[src/rtl/prog_counter.sv]
// Parametrised GPIO counter: prescaled up/down stepping with wrap or
// saturate, synchronous load, compare match and pad output-enable.
module prog_counter #(
    parameter int WIDTH = 16,
    parameter int PS_W  = 8
) (
    input  logic             clk,
    input  logic             reset,
    input  logic             en,
    input  logic             up_dn,
    input  logic             sat_en,
    input  logic             load,
    input  logic [WIDTH-1:0] load_val,
    input  logic [PS_W-1:0]  prescale,
    input  logic [WIDTH-1:0] cmp_val,
    output logic [WIDTH-1:0] count,
    output logic             tc,
    output logic             cmp_hit,
    output logic             ovf,
    output logic [WIDTH-1:0] io_oeb
);

    localparam logic [WIDTH-1:0] MAX = '1;

    logic [PS_W-1:0]  ps_cnt;
    logic             tick;
    logic             at_edge;
    logic [WIDTH-1:0] nxt;

    assign tick    = en && (ps_cnt == prescale);
    assign at_edge = up_dn ? (count == MAX) : (count == '0);
    assign nxt     = up_dn ? count + 1'b1 : count - 1'b1;

    always_ff @(posedge clk or negedge reset) begin
        if (!reset) begin
            count   <= '0;
            tc      <= 1'b0;
            cmp_hit <= 1'b0;
            ovf     <= 1'b0;
            ps_cnt  <= '0;
            io_oeb  <= '1;
        end else begin
            io_oeb  <= '0;
            tc      <= 1'b0;
            cmp_hit <= 1'b0;
            if (load) begin
                count   <= load_val;
                ps_cnt  <= '0;
                ovf     <= 1'b0;
                cmp_hit <= (load_val == cmp_val);
            end else if (tick) begin
                ps_cnt <= '0;
                if (at_edge) begin
                    tc  <= 1'b1;
                    ovf <= 1'b1;
                end
                // A saturated hold is not an update, so it never fires cmp_hit.
                if (!(at_edge && sat_en)) begin
                    count   <= nxt;
                    cmp_hit <= (nxt == cmp_val);
                end
            end else if (en) begin
                ps_cnt <= ps_cnt + 1'b1;
            end
        end
    end

endmodule

[config.mk]
export PLATFORM = sky130hd
export DESIGN_NAME = prog_counter
export DESIGN_NICKNAME = d
export VERILOG_FILES = /design/src/rtl/prog_counter.sv
export SDC_FILE = /design/constraint.sdc
export NUM_CORES = 1
export LEC_CHECK = 0
export ABC_AREA = 1
export CAP_MARGIN = 0
export CORE_MARGIN = 1
export CORE_UTILIZATION = 36
export CTS_CLUSTER_DIAMETER = 60
export DETAILED_ROUTE_END_ITERATION = 12
export HOLD_SLACK_MARGIN = 0.03
export PLACE_DENSITY = 0.71
export SKIP_LAST_GASP = 1
export SLEW_MARGIN = 25
export SYNTH_ARGS = -nofsm -noshare
export SYNTH_HDL_FRONTEND = slang
export SYNTH_SLANG_ARGS = --single-unit
[constraint.sdc]
create_clock -name clk -period 2.7 [get_ports clk]
set_clock_uncertainty 0.2 [all_clocks]
set_input_delay 0.54 -clock clk [delete_from_list [all_inputs] [get_ports clk]]
set_output_delay 0.54 -clock clk [all_outputs]
set_load 0.01 [all_outputs]
==> results.cfg, run 1 <==
[global_route]
gr-total-overflow = 0
grt_max_degree = 29
grt_pass1_wl_um = 15800
antenna_found_initial = 0
grt_pass1_vias = 3420
grt_util_all_layers = 0.235

[timing]
rsz0062_at_grt = no
slew_viol_final = 0
period_needed_ns = 2.39
setup_viol = 0
finalHoldViolCount = 0
tns_ns = 0
fmax_mhz = 418
fin_crit_sh = 0.887

[min_path]
min_path_type = reg -> reg
hp-start = ovf

[routing]
vias_per_cell = 5.11
vias = 3502
wirelength_um = 10200
drc = 0
antenna_left = 0
first_pass_iters = 4
drt_iter0_markers = 243
wl_per_cell_um = 14.9

[yosys]
ys_seq_area_frac = 0.237
synth_edf_count = 0
syn_area_per_cell_um2 = 6.27
postSynthCellCount = 473
synth_ff_type = dfrtp_1
async_reset_ff_frac = 1.00
yosysTopAreaCell = dfrtp_1
yosysUniqueCellTypes = 39
synth_most_common_cell = nand2_1
synth_common_cells = nand2_1 (150), inv_1 (69), nor2_1 (47)
synth_nets = 535
synth_area_leaders = dfrtp_1 (23%), nand2_1 (19%), inv_1 (8.7%), nand3_1 (7.6%), ha_1 (6.3%)
yosysWarnings = 0
netlist.area_leader.share = 0.228
synth-seq-cells = 28
syn-cell-area_mm2 = 0.00297

[worst_setup_path]
startpoint_type = primary input
r2r_cells = 13
r2r-end = cmp_hit
critPathMaxFanout = 3
ff2ff_setup_slack_ns = 0.36
path_class = in -> reg
critPathCaptureType = flop
required_ns = 2.69
crit_arrival_ns = 2.39
critPathLaunch = up_dn
r2r_start = count[1]
endpoint = cmp_hit

[cts]
cts_buffers = 3
postCtsHoldBufs = 0
cts_buffer_depth = 2
htreeDepth = 1
clock-sinks = 28
cts-root-buf = clkbuf_8
cts_setup_buffers = 0
cts.reportedPaths.clkPinSlew_ns = 0.11
tritoncts = built
insertion_delay_ns = 0.29

[floorplan]
die_w_um = 92.8
dieArea_mm2 = 0.00861
io_pins = 81
fp.dieH_um = 92.8
rows = 32
initial_core_util = 0.378
core-area_mm2 = 0.00785

[status]
status = complete, no violations

[place]
placed_area_mm2 = 0.00411
dp.final_hpwl_um = 8150
place.gp.congestion = 0.990
portBuffers = 80

[layout]
finish.utilization = 0.563
diodes = 0
n_fill_cell = 751
syn_to_final_growth_pct = 48.9
fin_area_mm2 = 0.00442
nets = 646
drive_gt1_frac = 0.161

[power]
power_density_mw_per_mm2 = 406
vdd_ir_drop_max_v = 0.000206
leakagePower_nw = 2.13

[run]
maxCapViolations = 0
[power by group]
part	total, mW	internal (mW)	switching, mW
Combinational	0.942	0.462	0.479
Sequential	0.497	0.446	0.0506
Clock	0.355	0.199	0.156
[what timing repair did]
| item | CTS | global route |
|---|---|---|
| pin swaps | 4 | 8 |
| setup endpoints to repair | 3 | 5 |
| gates resized for setup | 19 | 22 |
[state kept, by name, summed over array words and instances, names as in the netlist]
name,cells
io_oeb,1
tc,1
ps_cnt,8
cmp_hit,1
ovf,1
count,16
[metrics by stage]
step	std cells	total power, mW	hold WS, ns	worst slack, ns
final	685	1.79	0.298	0.306
after global routing	685	1.90	0.347	0.124
after CTS	685	1.74	0.304	0.000119
after detailed placement	681	1.34	0.276	-0.468
after global placement	681	1.33	0.277	-0.421
after floorplan	473	0.947	0.0444	0.277
[logic make-up after synthesis]
logic type	count (synthesis)	synth area share
simple gates	272	0.399
buf+inv	88	0.133
compound gates	53	0.111
flops	28	0.237
fa+ha+maj	16	0.0700
xor+xnor	15	0.0489
other cells	1	0.00126
[per-layer routing]
| layer | routed length [um] | part of all wire | vias to the layer above | global-route usage |
|---|---|---|---|---|
| li1 | - | - | 1734 | - |
| met1 | 4040 | 0.39 | 1608 | 0.284 |
| met2 | 5070 | 0.50 | 132 | 0.430 |
| met3 | 844 | 0.082 | 28 | 0.0312 |
| met4 | 288 | 0.028 | 0 | 0.0692 |
| met5 | 0 | 0 | - | 0 |
[worst min path at each step]
stage / to / depth (start not counted)
2_1_floorplan: cmp_hit / 0
3_3_place_gp: ovf / 2
3_5_place_dp: ovf / 2
4_1_cts: ovf / 2
5_1_grt: ovf / 2
6_report: ovf / 2
[critical path: stages]
cell and delay (ns):
dlymetal6s2s_1 0.15, buf_4 0.16, fa_2 0.38, inv_1 0.08, buf_4 0.10, nand3_1 0.08
nand2_1 0.10, nand3_1 0.09, nand3_1 0.17, xnor3_1 0.25, nand2_1 0.11, nor2_2 0.06
nand3_1 0.08, nand2_1 0.05
[cells in the final DEF, fill, tap and decap left out, types with 2 or more instances in the layout]
master           count
a21oi_1             14
a21oi_2              4
a221oi_1             2
a31oi_1              3
buf_4               41
clkbuf_8             3
clkdlybuf4s50_1     79
dfrtp_1             27
ha_1                 3
ha_4                12
inv_1               67
inv_2                3
nand2_1            145
nand2_2              8
nand3_1             43
nand3_2              4
nand3b_1             6
nand4_1              3
nor2_1              44
nor2_2               3
nor2_4               2
nor3_1               4
nor3_2               2
nor3b_1              2
nor4_1               2
o211ai_1             5
o21ai_0              3
o21ai_1              2
o21bai_1             3
o221ai_1             2
o22ai_1             11
xnor2_1              9
xor2_1               5
[cell type report]
type	instances	area [um2]	area share
Timing Repair Buffer	124	1160	0.262
Inverter	70	263	0.0595
Multi-Input combinational cell	357	2100	0.475
Sequential cell	28	702	0.159
Clock inverter	1	30.0	0.00680
Clock buffer	3	41.3	0.00935
Tap cell	102	128	0.0289
No activity file was read; power rests on OpenSTA's default activity.
==> run 2: changes to the inputs <==
--- a/config.mk
+++ b/config.mk
@@ -10,4 +10,5 @@
 export CORE_MARGIN = 1
 export CORE_UTILIZATION = 36
+export CTS_BUF_LIST = sky130_fd_sc_hd__clkbuf_4
 export CTS_CLUSTER_DIAMETER = 60
 export DETAILED_ROUTE_END_ITERATION = 12
==> constraint.sdc (replaced) <==
create_clock -name clk -period 2.7 [get_ports clk]
set_clock_uncertainty 0.2 [all_clocks]
set_input_delay 0.54 -clock clk [delete_from_list [all_inputs] [get_ports clk]]
set_output_delay 0.54 -clock clk [all_outputs]
set_load 0.1 [all_outputs]
==> run 2 against run 1 <==
Against the previous run:
- fmax is 0.38% higher
- final area decreased by 2.4%
- via count down 0.69%
- clock power fell by 13%
- highest routed layer unchanged
- critical path type is now reg -> reg
- non-clock buffer count increased by 4
- sequential share of layout area grew 0.45 points
- global-route usage shrank 0.53 points
- worst hold slack better by 0.045 ns
- core utilization down 1.4 points
- critical path depth rose by 1
- total power up 9.9%
==> results.cfg, run 2 (same netlist as run 1, synthesis figures left out) <==
[routing]
first_pass_iters = 4
antenna_left = 0
drc = 0
vias_per_cell = 5.05
drt_iter0_markers = 178
wl_per_cell_um = 14.6
vias = 3478
wirelength_um = 10000

[place]
dp.final_hpwl_um = 8030
placed_area_mm2 = 0.00404
portBuffers = 80
place.gp.congestion = 0.919
place_ws_ns = -0.455
dp_cells = 684

[cts]
clock-sinks = 28
insertion_delay_ns = 0.36
cts_setup_buffers = 0
postCtsHoldBufs = 0
cts.reportedPaths.clkPinSlew_ns = 0.19
cts-root-buf = clkbuf_4
tritoncts = built
cts_buffers = 3
cts_buffer_depth = 2
htreeDepth = 1

[timing]
hold_slack_ns = 0.343
setup_viol = 0
slew_viol_final = 0
finalHoldViolCount = 0
fin_crit_sh = 0.884
fmax_mhz = 419
period_needed_ns = 2.39
worst_slack_ns = 0.314
rsz0062_at_grt = no

[floorplan]
io_pins = 81
fp.dieH_um = 92.8
die_w_um = 92.8
initial_core_util = 0.378
core-area_mm2 = 0.00785
dieArea_mm2 = 0.00861
rows = 32

[power]
total_power_mw = 1.97
vdd_ir_drop_max_v = 0.000212
leakagePower_nw = 2.17
power_density_mw_per_mm2 = 457

[worst_setup_path]
slowest_delay_ns = 0.46
critPathLaunch = count[0]
required_ns = 2.82
startpoint_type = flop
critPathCaptureType = flop
path_class = reg -> reg
cp_cell_sequence = inv_1, fa_2, inv_2, nand2_1, nand2_2, nand3_2, nand2_2, nand2_1, nand3b_1, nand2_1, nand2_1, nand2_1, nor3_2, nand3_1, nand2_1
crit_arrival_ns = 2.50
slowest_stage = dfrtp_2
critPathMaxFanout = 6
cp_num_buf_inv = 2
crit_path_frequent_cell = nand2_1
crit_family = simple AND/OR/NAND/NOR gates
r2r_start = count[0]

[run]
maxCapViolations = 0

[global_route]
grt_pass1_vias = 3365
gr-total-overflow = 0
antenna_found_initial = 0
grt_util_all_layers = 0.230
grt_max_degree = 29
grt_pass1_wl_um = 15400

[status]
status = complete, no violations

[layout]
largest_register = count
reg.largest.list = count (16), ps_cnt (8)
drive_gt1_frac = 0.223
largest_reg_flops = 16
mostFrequentLayoutCells = nand2_1 (145), buf_4 (81), inv_1 (67), nand3_1 (45)
diodes = 0
nets = 650
n_fill_cell = 740
fin_area_mm2 = 0.00431
instances_no_fill = 689
final_common_cell = nand2_1
syn_to_final_growth_pct = 45.2

[min_path]
min_path_type = reg -> reg
hp-start = ovf
[run 2: cell count changes in the layout (fill, tap and decap cells not counted), sizes merged]
cell / change
buf: +38
clkdlybuf4s50: -35
clkbuf: +1
[run 2: cell type report]
cell class                      count  area (um2)  share of cell area
Sequential cell                    28         704               0.163
Clock inverter                      1        30.0             0.00697
Inverter                           70         263              0.0610
Tap cell                          102         128              0.0296
Clock buffer                        3        22.5             0.00522
Timing Repair Buffer              128        1110               0.257
Multi-Input combinational cell    357        2060               0.477
[run 2: power by group]
group          internal [mW]  switching (mW)
registers              0.447          0.0493
logic                  0.455           0.713
clock network          0.150           0.158
[run 2: final timing paths]
check                             endpoint  slack, ns  depth (start not counted)
worst max-delay path               cmp_hit       0.31                         15
worst min-delay path                   ovf       0.34                          2
min in group asynchronous               tc       0.35                          2
worst max register to register     cmp_hit       0.31                         15
max in group asynchronous       io_oeb[14]       1.64                          2
worst min register to register         ovf       0.34                          2
[run 2: repair_timing]
action,in CTS,in global routing
pin swaps,1,2
endpoints found under the setup margin,1,6
resized for setup,6,24
gates cloned,0,1
[run 2: tightest hold or removal path, cell delays in order (launching register included)]
cell and delay [ns]:
dfrtp_1 0.40, nand2_1 0.05, o21ai_0 0.07
[run 2: per-stage QoR]
step	utilization	TNS, ns
6_report	0.549	0
5_1_grt	0.549	0
4_1_cts	0.528	0
3_3_place_gp	0.515	-2.40
2_1_floorplan	-	0
3_5_place_dp	0.515	-2.83
[run 2: metal layers]
metal,global-route usage,part of all wire
met5,0,0
met4,0.0679,0.020
met3,0.0320,0.061
met2,0.422,0.50
met1,0.276,0.42
